[src/rtl/ins_align_pkg.sv]
// Shared types and helpers for the RV32IC fetch aligner.
package ins_align_pkg;

    typedef logic [15:0] hw_t;

    localparam logic [1:0] INS_32B = 2'b11;

    typedef struct packed {
        logic        valid;
        logic [31:0] addr;
    } mem_req_t;

    function automatic logic is_compressed(hw_t hw);
        return hw[1:0] != INS_32B;
    endfunction

endpackage

[src/rtl/ins_hw_queue.sv]
// Four-entry halfword shift queue: pop 0/1/2 from the head, push 0/1/2 behind the survivors.
module ins_hw_queue
    import ins_align_pkg::*;
#(
    parameter int DEPTH = 4
) (
    input  logic       clk,
    input  logic       rst,
    input  logic       clear,
    input  logic [1:0] push_n,
    input  hw_t        push_d0,
    input  hw_t        push_d1,
    input  logic [1:0] pop_n,
    output hw_t        q0,
    output hw_t        q1,
    output logic [2:0] count
);

    logic [DEPTH-1:0][15:0] q, q_sh, q_nxt;
    logic [2:0]             cnt_pop, cnt_nxt;

    // Pop shifts the whole queue down; pushed halfwords land right after what survives.
    always_comb begin
        q_sh    = q >> {pop_n, 4'b0000};
        cnt_pop = count - {1'b0, pop_n};
        q_nxt   = q_sh;
        for (int i = 0; i < DEPTH; i++) begin
            if (push_n != 2'd0 && cnt_pop == 3'(i))
                q_nxt[i] = push_d0;
            if (push_n == 2'd2 && (cnt_pop + 3'd1) == 3'(i))
                q_nxt[i] = push_d1;
        end
        cnt_nxt = cnt_pop + {1'b0, push_n};
    end

    always_ff @(posedge clk or posedge rst) begin
        if (rst) begin
            q     <= '0;
            count <= '0;
        end else if (clear) begin
            count <= '0;
        end else begin
            q     <= q_nxt;
            count <= cnt_nxt;
        end
    end

    assign q0 = q[0];
    assign q1 = q[1];

endmodule

[src/rtl/ins_align_buf.sv]
// Fetch aligner: word reads from instruction memory, one aligned 16/32-bit instruction out per handshake.
module ins_align_buf
    import ins_align_pkg::*;
#(
    parameter logic [31:0] RESET_PC = 32'h0000_0000,
    parameter int          BUF_HW   = 4
) (
    input  logic        clk,
    input  logic        rst,
    input  logic        redirect_en,
    input  logic [31:0] redirect_pc,
    output logic        mem_req_valid,
    output logic [31:0] mem_req_addr,
    input  logic        mem_req_ready,
    input  logic        mem_rsp_valid,
    input  logic [31:0] mem_rsp_data,
    output logic        ins_valid,
    output logic [31:0] ins_data,
    output logic [31:0] ins_pc,
    output logic [1:0]  ins_2bit,
    output logic        ins_is_c,
    input  logic        ins_ready
);

    logic [31:0] head_pc, fetch_addr;
    logic        skip_low, outstanding, discard;

    hw_t         q0, q1;
    logic [2:0]  q_count;
    logic [1:0]  push_n, pop_n;
    hw_t         push_d0, push_d1;
    logic        head_c, out_vld, req_fire, rsp_take, pop_fire;
    mem_req_t    req;

    assign head_c  = is_compressed(q0);
    assign out_vld = (q_count >= 3'd1 && head_c) || (q_count >= 3'd2);

    always_comb begin
        req.valid = !rst && !outstanding && !discard && !redirect_en && (q_count <= 3'd2);
        req.addr  = rst ? 32'h0 : fetch_addr;
    end

    assign mem_req_valid = req.valid;
    assign mem_req_addr  = req.addr;
    assign req_fire      = req.valid && mem_req_ready;

    // A response is only buffered when it answers our own live request.
    assign rsp_take = mem_rsp_valid && outstanding && !discard && !redirect_en;
    assign push_n   = !rsp_take ? 2'd0 : (skip_low ? 2'd1 : 2'd2);
    assign push_d0  = skip_low ? mem_rsp_data[31:16] : mem_rsp_data[15:0];
    assign push_d1  = mem_rsp_data[31:16];

    assign pop_fire = out_vld && ins_ready && !redirect_en;
    assign pop_n    = !pop_fire ? 2'd0 : (head_c ? 2'd1 : 2'd2);

    always_comb begin
        ins_valid = out_vld;
        ins_data  = 32'h0;
        ins_pc    = 32'h0;
        ins_is_c  = 1'b0;
        if (out_vld) begin
            ins_data = head_c ? {16'h0, q0} : {q1, q0};
            ins_pc   = head_pc;
            ins_is_c = head_c;
        end
        ins_2bit = ins_data[1:0];
    end

    ins_hw_queue #(.DEPTH(BUF_HW)) u_queue (
        .clk     (clk),
        .rst     (rst),
        .clear   (redirect_en),
        .push_n  (push_n),
        .push_d0 (push_d0),
        .push_d1 (push_d1),
        .pop_n   (pop_n),
        .q0      (q0),
        .q1      (q1),
        .count   (q_count)
    );

    always_ff @(posedge clk or posedge rst) begin
        if (rst) begin
            head_pc     <= RESET_PC;
            fetch_addr  <= {RESET_PC[31:2], 2'b00};
            skip_low    <= RESET_PC[1];
            outstanding <= 1'b0;
            discard     <= 1'b0;
        end else if (redirect_en) begin
            head_pc     <= redirect_pc;
            fetch_addr  <= {redirect_pc[31:2], 2'b00};
            skip_low    <= redirect_pc[1];
            outstanding <= 1'b0;
            // Whatever is still in flight must be thrown away when it shows up.
            discard     <= (outstanding || discard) && !mem_rsp_valid;
        end else begin
            if (req_fire) begin
                outstanding <= 1'b1;
                fetch_addr  <= fetch_addr + 32'd4;
            end else if (mem_rsp_valid) begin
                outstanding <= 1'b0;
            end
            if (mem_rsp_valid && discard)
                discard <= 1'b0;
            if (rsp_take)
                skip_low <= 1'b0;
            if (pop_fire)
                head_pc <= head_pc + (head_c ? 32'd2 : 32'd4);
        end
    end

    a_no_overflow: assert property (@(posedge clk) disable iff (rst) q_count <= 3'(BUF_HW));

endmodule

[config.mk]
export PLATFORM = sky130hd
export DESIGN_NAME = ins_align_buf
export DESIGN_NICKNAME = d
export VERILOG_FILES = /design/src/rtl/ins_align_pkg.sv /design/src/rtl/ins_hw_queue.sv /design/src/rtl/ins_align_buf.sv
export SDC_FILE = /design/constraint.sdc
export NUM_CORES = 1
export LEC_CHECK = 0
export ABC_AREA = 1
export BUFFER_PORTS_ARGS = -buffer_cell sky130_fd_sc_hd__buf_2
export CAP_MARGIN = 20
export CORE_MARGIN = 3
export CORE_UTILIZATION = 30
export CTS_CLUSTER_DIAMETER = 60
export DETAILED_ROUTE_END_ITERATION = 10
export HOLD_SLACK_MARGIN = 0.15
export PLACE_DENSITY = 0.5
export SETUP_SLACK_MARGIN = 0.5
export SLEW_MARGIN = 40
export SYNTH_ARGS = -nofsm -noshare
export SYNTH_HDL_FRONTEND = slang
export SYNTH_SLANG_ARGS = --single-unit
[constraint.sdc]
create_clock -name clk -period 9.97 [get_ports clk]
set_clock_uncertainty 0.1 [all_clocks]
set_input_delay 1.4955 -clock clk [delete_from_list [all_inputs] [get_ports clk]]
set_output_delay 1.4955 -clock clk [all_outputs]
set_load 0.005 [all_outputs]
Word-level counts from Yosys, hierarchy flattened. Index checks and enable logic that the tools add are counted.

Register bits: 134. Bits of input ports: 70. Output and inout port bits: 101. Word-level logic and storage cells: 94.

Add/sub/neg operators: 5. $lt $le $gt $ge: 3. Equality and inequality tests: 8. Shift-type cells: 1. Multiplexer cells: 31. Reduce and logical (&&, ||, !) cells: 36.

Operators by type and width (number): 32-bit 2-to-1 mux (8); 16-bit 2-to-1 mux (9); 64-bit by 6-bit >> shifter with 64-bit output (1); 32-bit by 3-bit adder with 32-bit output (1); 32-bit by 3-bit adder with 32-bit output, second input constant (1); 1-bit logical AND (21); 3-bit by 2-bit == test with 1-bit output, second input constant (4); 2-bit nonzero test (5); 1-bit 2-to-1 mux (8); 2-bit 2-to-1 mux (4); 3-bit by 1-bit == test with 1-bit output, second input constant (2); 3-bit logical NOT (2); 3-bit 2-to-1 mux (2); 1-bit logical NOT (5); 3-bit by 1-bit adder with 3-bit output, second input constant (1); 3-bit by 2-bit adder with 3-bit output (1); 3-bit by 1-bit >= comparator with 1-bit output, second input constant (1); 3-bit by 2-bit >= comparator with 1-bit output, second input constant (1); 3-bit by 2-bit <= comparator with 1-bit output, second input constant (1); 3-bit nonzero test (1); 3-bit by 2-bit subtractor with 3-bit output (1); 2-bit == test, second input constant (1); 1-bit logical OR (2); 2-bit != test, second input constant (1).

Depth between registers and ports, before layout.
Depth after elaboration: 11. Depth in mapped cells: 19.

Hierarchy. From an unflattened synthesis, not the netlist that was laid out.

Cells, all modules: 1809. Area, all modules: 10970.5 µm².

Modules (own cells, without submodules): ins_align_buf (instances 1, cells each 917, area each 5551.6 µm²); ins_hw_queue (instances 1, cells each 892, area each 5418.9 µm²).

Least setup slack after synthesis. OpenSTA, ideal clock, no wires.

Path kind: input -> output. From: in rst. To: out mem_req_valid. Data arrival time: 4679 ps. Setup slack: 3696 ps. Stages on the path: 3. Path buffers: 0. Cells stage by stage: inv_1 > nand3_1 > nor2_1.

Longest elaborated chain between the ends: 5.

Ends and longest elaborated chain: start: declaration (RTL line ins_align_buf.sv:9) `input logic rst,`; 1-bit logical NOT (no line); 1-bit logical AND (4 in series) (RTL line ins_align_buf.sv:39) `req.valid = !rst && !outstanding && !discard && !redirect_en && (q_count <= 3'd2);`; end: declaration (RTL line ins_align_buf.sv:12) `output logic mem_req_valid,`.

Every way passes these cells.

Worst setup path after layout.
From: in redirect_en. To: reg u_queue.q[49] in the netlist's numbering.

Longest elaborated chain between the ends: 8.

Ends and longest elaborated chain: start: declaration (RTL line ins_align_buf.sv:10) `input logic redirect_en,`; 1-bit logical NOT (RTL line ins_align_buf.sv:48, ins_align_buf.sv:53); 1-bit logical AND (RTL line ins_align_buf.sv:53) `assign pop_fire = out_vld && ins_ready && !redirect_en;`; 2-bit 2-to-1 mux (RTL line ins_align_buf.sv:54) `assign pop_n = !pop_fire ? 2'd0 : (head_c ? 2'd1 : 2'd2);`; 3-bit by 2-bit subtractor with 3-bit output (RTL line ins_hw_queue.sv:25) `cnt_pop = count - {1'b0, pop_n};`; 3-bit by 1-bit adder with 3-bit output / 3-bit by 2-bit == test with 1-bit output (equally long branches) (RTL line ins_hw_queue.sv:30, ins_hw_queue.sv:28); 3-bit by 2-bit == test with 1-bit output / 1-bit logical AND (equally long branches) (RTL line ins_hw_queue.sv:30, ins_hw_queue.sv:28); 1-bit logical AND / 16-bit 2-to-1 mux (equally long branches) (RTL line ins_hw_queue.sv:30, ins_hw_queue.sv:28); 16-bit 2-to-1 mux (RTL line ins_hw_queue.sv:30) `if (push_n == 2'd2 && (cnt_pop + 3'd1) == 3'(i))`; end signal: assignment (RTL line ins_hw_queue.sv:43) `q <= q_nxt;`; end: declaration (RTL line ins_hw_queue.sv:19) `logic [DEPTH-1:0][15:0] q, q_sh, q_nxt;`.

Several ways; a longest one is shown, not always the timed one. A chain may end at the register's enable or synchronous reset.

==> metrics.log <==
INFO  metric worst_slew_pin_slew = 0.799 ns
INFO  metric wl = 37000 um
INFO  metric hold_viol_final = 0
INFO  metric drt-vias-per-instance = 5.01
INFO  metric crit_path_max_fanout = 48
INFO  metric gr-max-usage-layer = met2
INFO  metric syn-mean-instance-area = 6.26 um^2
INFO  metric synth_area = 9700 um^2
INFO  metric postSynthCellCount = 1550
INFO  metric power-per-cell-area = 178 nW/um^2
INFO  metric area_growth_syn_to_layout = 16.4%
INFO  metric maxCapViolations = 0
INFO  metric timing.critical_path.required = 10.22 ns
INFO  metric run_status = finished, final reports clean
INFO  metric final_max_slew_violation_count = 0
INFO  metric floorplan.io_pins = 171
INFO  metric die-area = 34500 um^2
INFO  metric layout-drive-gt1-share = 0.149
INFO  metric quantity_of_gates_resized_following_cts = 0
INFO  metric chipWidth = 186 um
INFO  metric cts.hold.buffers_added = 0
INFO  metric postSynthRegisterBits = 132
INFO  metric htreeDepth = 4
INFO  metric via_count_of_the_first_global_routing_pass = 9692
INFO  metric fin_crit = 6.11 ns
INFO  metric track_usage = 0.211
INFO  metric first_pass_grt_wire_length = 55900 um
INFO  metric hold-path-cell-count = 2
INFO  metric endpoint_kind = flop
INFO  metric global_route.usage.met1 = 0.290
INFO  metric route.vias.total = 10450
INFO  metric placeableCoreArea = 31700 um^2
INFO  metric post_cts.repair.setup_buffers = 0
INFO  metric clock_tree_from_tritoncts = done
INFO  metric remaining_drc_errors = 0
INFO  metric grt_use_met2 = 0.341
INFO  metric layout_worst_path_cycle_share = 0.613
INFO  metric initial_drt_pass_iterations = 5
INFO  metric critical-path-max-stage-delay = 0.72 ns
INFO  metric routedWlPerCell = 17.7 um
INFO  metric post-dp-hpwl = 27100 um
INFO  metric setup_tns = 0 ns
INFO  metric grt_util_met3 = 0.0330
INFO  metric synth.lib_cells_used.distinct = 35
INFO  metric maxClockFrequency = 164 MHz
INFO  metric grt-ovfl-total = 0
INFO  metric leak_pwr = 5.68 nW
INFO  metric crit_path_frequent_cell = inv_1
INFO  metric irDropWorstVdd = 130 uV
INFO  metric number_of_buffers_created_by_cts = 17
INFO  metric cts_num_sinks = 132
INFO  metric hold_class = reg -> reg
INFO  metric gp_congestion = 0.926
INFO  metric rsz_0062_raised_after_global_routing = no
INFO  metric path_clk_slew = 0.06 ns
INFO  metric clock_tree.root_cell = clkbuf_16
INFO  metric final-setup-viol-count = 0
INFO  metric floorplan.initialDensity = 0.306
INFO  metric final_nets = 1749
INFO  metric worstRegToRegCells = 17
INFO  metric antenna-diode-count = 0
INFO  metric grt_antenna_before_repair = 0
INFO  metric drt_iter0_markers = 874
INFO  metric crit_path_start_kind = input pin
INFO  metric cts_buffer_depth = 2
INFO  metric synth_seq_area_share = 0.340
INFO  metric die_y = 186 um
INFO  metric crit_path_cell_trace = buf_2 -> buf_4 -> clkinv_2 -> nand2_2 -> nor2_4 -> ha_1 -> inv_1 -> fa_1 -> inv_1 -> nor2_1 -> ha_1 -> nand2_1 -> nand2_1 -> inv_1 -> nand3_1 -> a31oi_1
INFO  metric yosys_warnings = 0
INFO  metric fp-row-count = 65
INFO  metric critical_path.slowest_cell = clkinv_2
INFO  metric timing.setup.critical_path_class = in -> reg
INFO  metric post_route_antenna_net_violation_count = 0
INFO  metric arrival_time_at_the_worst_endpoint = 6.36 ns
INFO  metric total_power = 0.00201 W
INFO  metric worst_skew_pair.late_latency = 0.43 ns
INFO  metric relSlewSlack = 0.466
INFO  metric grt_start_max_net_pins = 78
INFO  metric place.port_buffers = 168
==> cells by family after synthesis <==
family                   count (synthesis)  synth area share
AO/OA/AOI/OAI                          145            0.0796
multiplexers                            11            0.0113
flip-flops                             132             0.340
adder cells (fa/ha/maj)                  9            0.0139
XOR/XNOR                                18            0.0170
other                                    1          0.000386
buffers and inverters                  253             0.109
AND/OR/NAND/NOR                        981             0.429
==> cell type report <==
class / count / area, um^2
timing repair buffer: 176 / 905
clock buffer: 23 / 478
tap: 402 / 503
clock inverter: 9 / 55.1
inverter: 177 / 671
fill: 3525 / 20400
multi-input combinational: 1166 / 5380
sequential: 132 / 3300
==> routing by layer <==
layer | share of wire | vias up
met5 | 0 | -
met4 | 0.024 | 0
met3 | 0.063 | 43
met2 | 0.46 | 383
met1 | 0.45 | 4874
li1 | - | 5150
==> power by group <==
part           leakage, nW  total [W]  switching (W)  internal (W)
clock network        0.266   0.000589       0.000254      0.000336
logic                 3.80   0.000589       0.000380      0.000210
registers             1.61   0.000832       0.000154      0.000678
total                 5.68    0.00201       0.000787       0.00122
==> synthesized netlist by cell type <==
cell      count  area share
nand4_1      39       0.025
nor3_4        2      0.0034
xnor2_1       2      0.0018
o221ai_1      1     0.00090
buf_6         4      0.0046
xor2_1       15       0.014
conb_1        1     0.00039
or2_2        19       0.012
a21oi_2       1     0.00090
clkbuf_1     28       0.011
xor2_2        1      0.0017
nor2_2        2      0.0013
nand2_1     461        0.18
dfrtp_1     132        0.34
o21ai_0      57       0.029
o211ai_1      3      0.0023
a21oi_1      54       0.028
o22ai_1       2      0.0013
nor3_1       17      0.0088
nor2_4        4      0.0046
buf_2        26       0.013
a31oi_1      23       0.015
nand2_2       4      0.0026
nand3_1     174       0.090
nor4_4        1      0.0022
inv_2         6      0.0023
buf_4        11      0.0085
ha_1          6      0.0077
o21ai_1       4      0.0021
nand3_2       1      0.0010
nor2_1      257       0.099
mux2i_1      11       0.011
buf_1         7      0.0027
fa_1          3      0.0062
inv_1       171       0.066
==> metrics by stage <==
stage                     instance area, um^2   util  hold WS (ns)  std cells  setup slack (ns)
after global routing                    11300  0.356         0.452       2085              3.42
final                                   11300  0.356         0.432       2085              3.86
after global placement                  10700  0.338         0.407       2053              2.85
after detailed placement                10800  0.339         0.420       2053              3.29
after CTS                               11300  0.356         0.436       2085              3.75
after floorplan                          9710      -         0.387       1551              3.70
==> layout by cell type (no fill, tap or decap), types with 5 or more instances in the layout <==
master | Yosys | routed
o21ai_0 | 57 | 56
xor2_1 | 15 | 15
dfrtp_1 | 132 | 132
inv_2 | 6 | 6
mux2i_1 | 11 | 11
ha_1 | 6 | 6
nor2_4 | 4 | 6
nor2_1 | 257 | 256
nand2_2 | 4 | 5
inv_1 | 171 | 168
a31oi_1 | 23 | 23
nand2_1 | 461 | 459
buf_2 | 26 | 168
a21oi_1 | 54 | 54
o21ai_1 | 4 | 5
nor3_1 | 17 | 17
nand4_1 | 39 | 39
buf_4 | 11 | 7
or2_2 | 19 | 19
clkinv_2 | 0 | 7
clkbuf_16 | 0 | 17
nand3_1 | 174 | 174
==> sequential cells by signal, summed over array words and instances (netlist names) <==
name and count:
u_queue.q0 16, u_queue.count 3, u_queue.q1 16, discard 1, outstanding 1, u_queue.q 32
fetch_addr 30, skip_low 1, head_pc 32
==> worst max-delay path: cells and delay by family <==
family | cells | cell delay (ns)
adder cells (fa/ha/maj) | 3 | 0.95
AO/OA/AOI/OAI | 1 | 0.17
buffers and inverters | 6 | 2.00
AND/OR/NAND/NOR | 6 | 1.68
==> final timing paths <==
| kind | from | to | slack, ns |
|---|---|---|---|
| worst max-delay path | redirect_en | u_queue.q[49] | 3.86 |
| worst min-delay path | head_pc[0] | head_pc[0] | 0.43 |
| worst max register to register | u_queue.q0[1] | u_queue.q[49] | 4.41 |
| worst min register to register | head_pc[0] | head_pc[0] | 0.43 |
| max in group asynchronous | rst | head_pc[21] | 7.32 |
| min in group asynchronous | rst | fetch_addr[11] | 1.30 |
(Power assumes the default switching activity.)
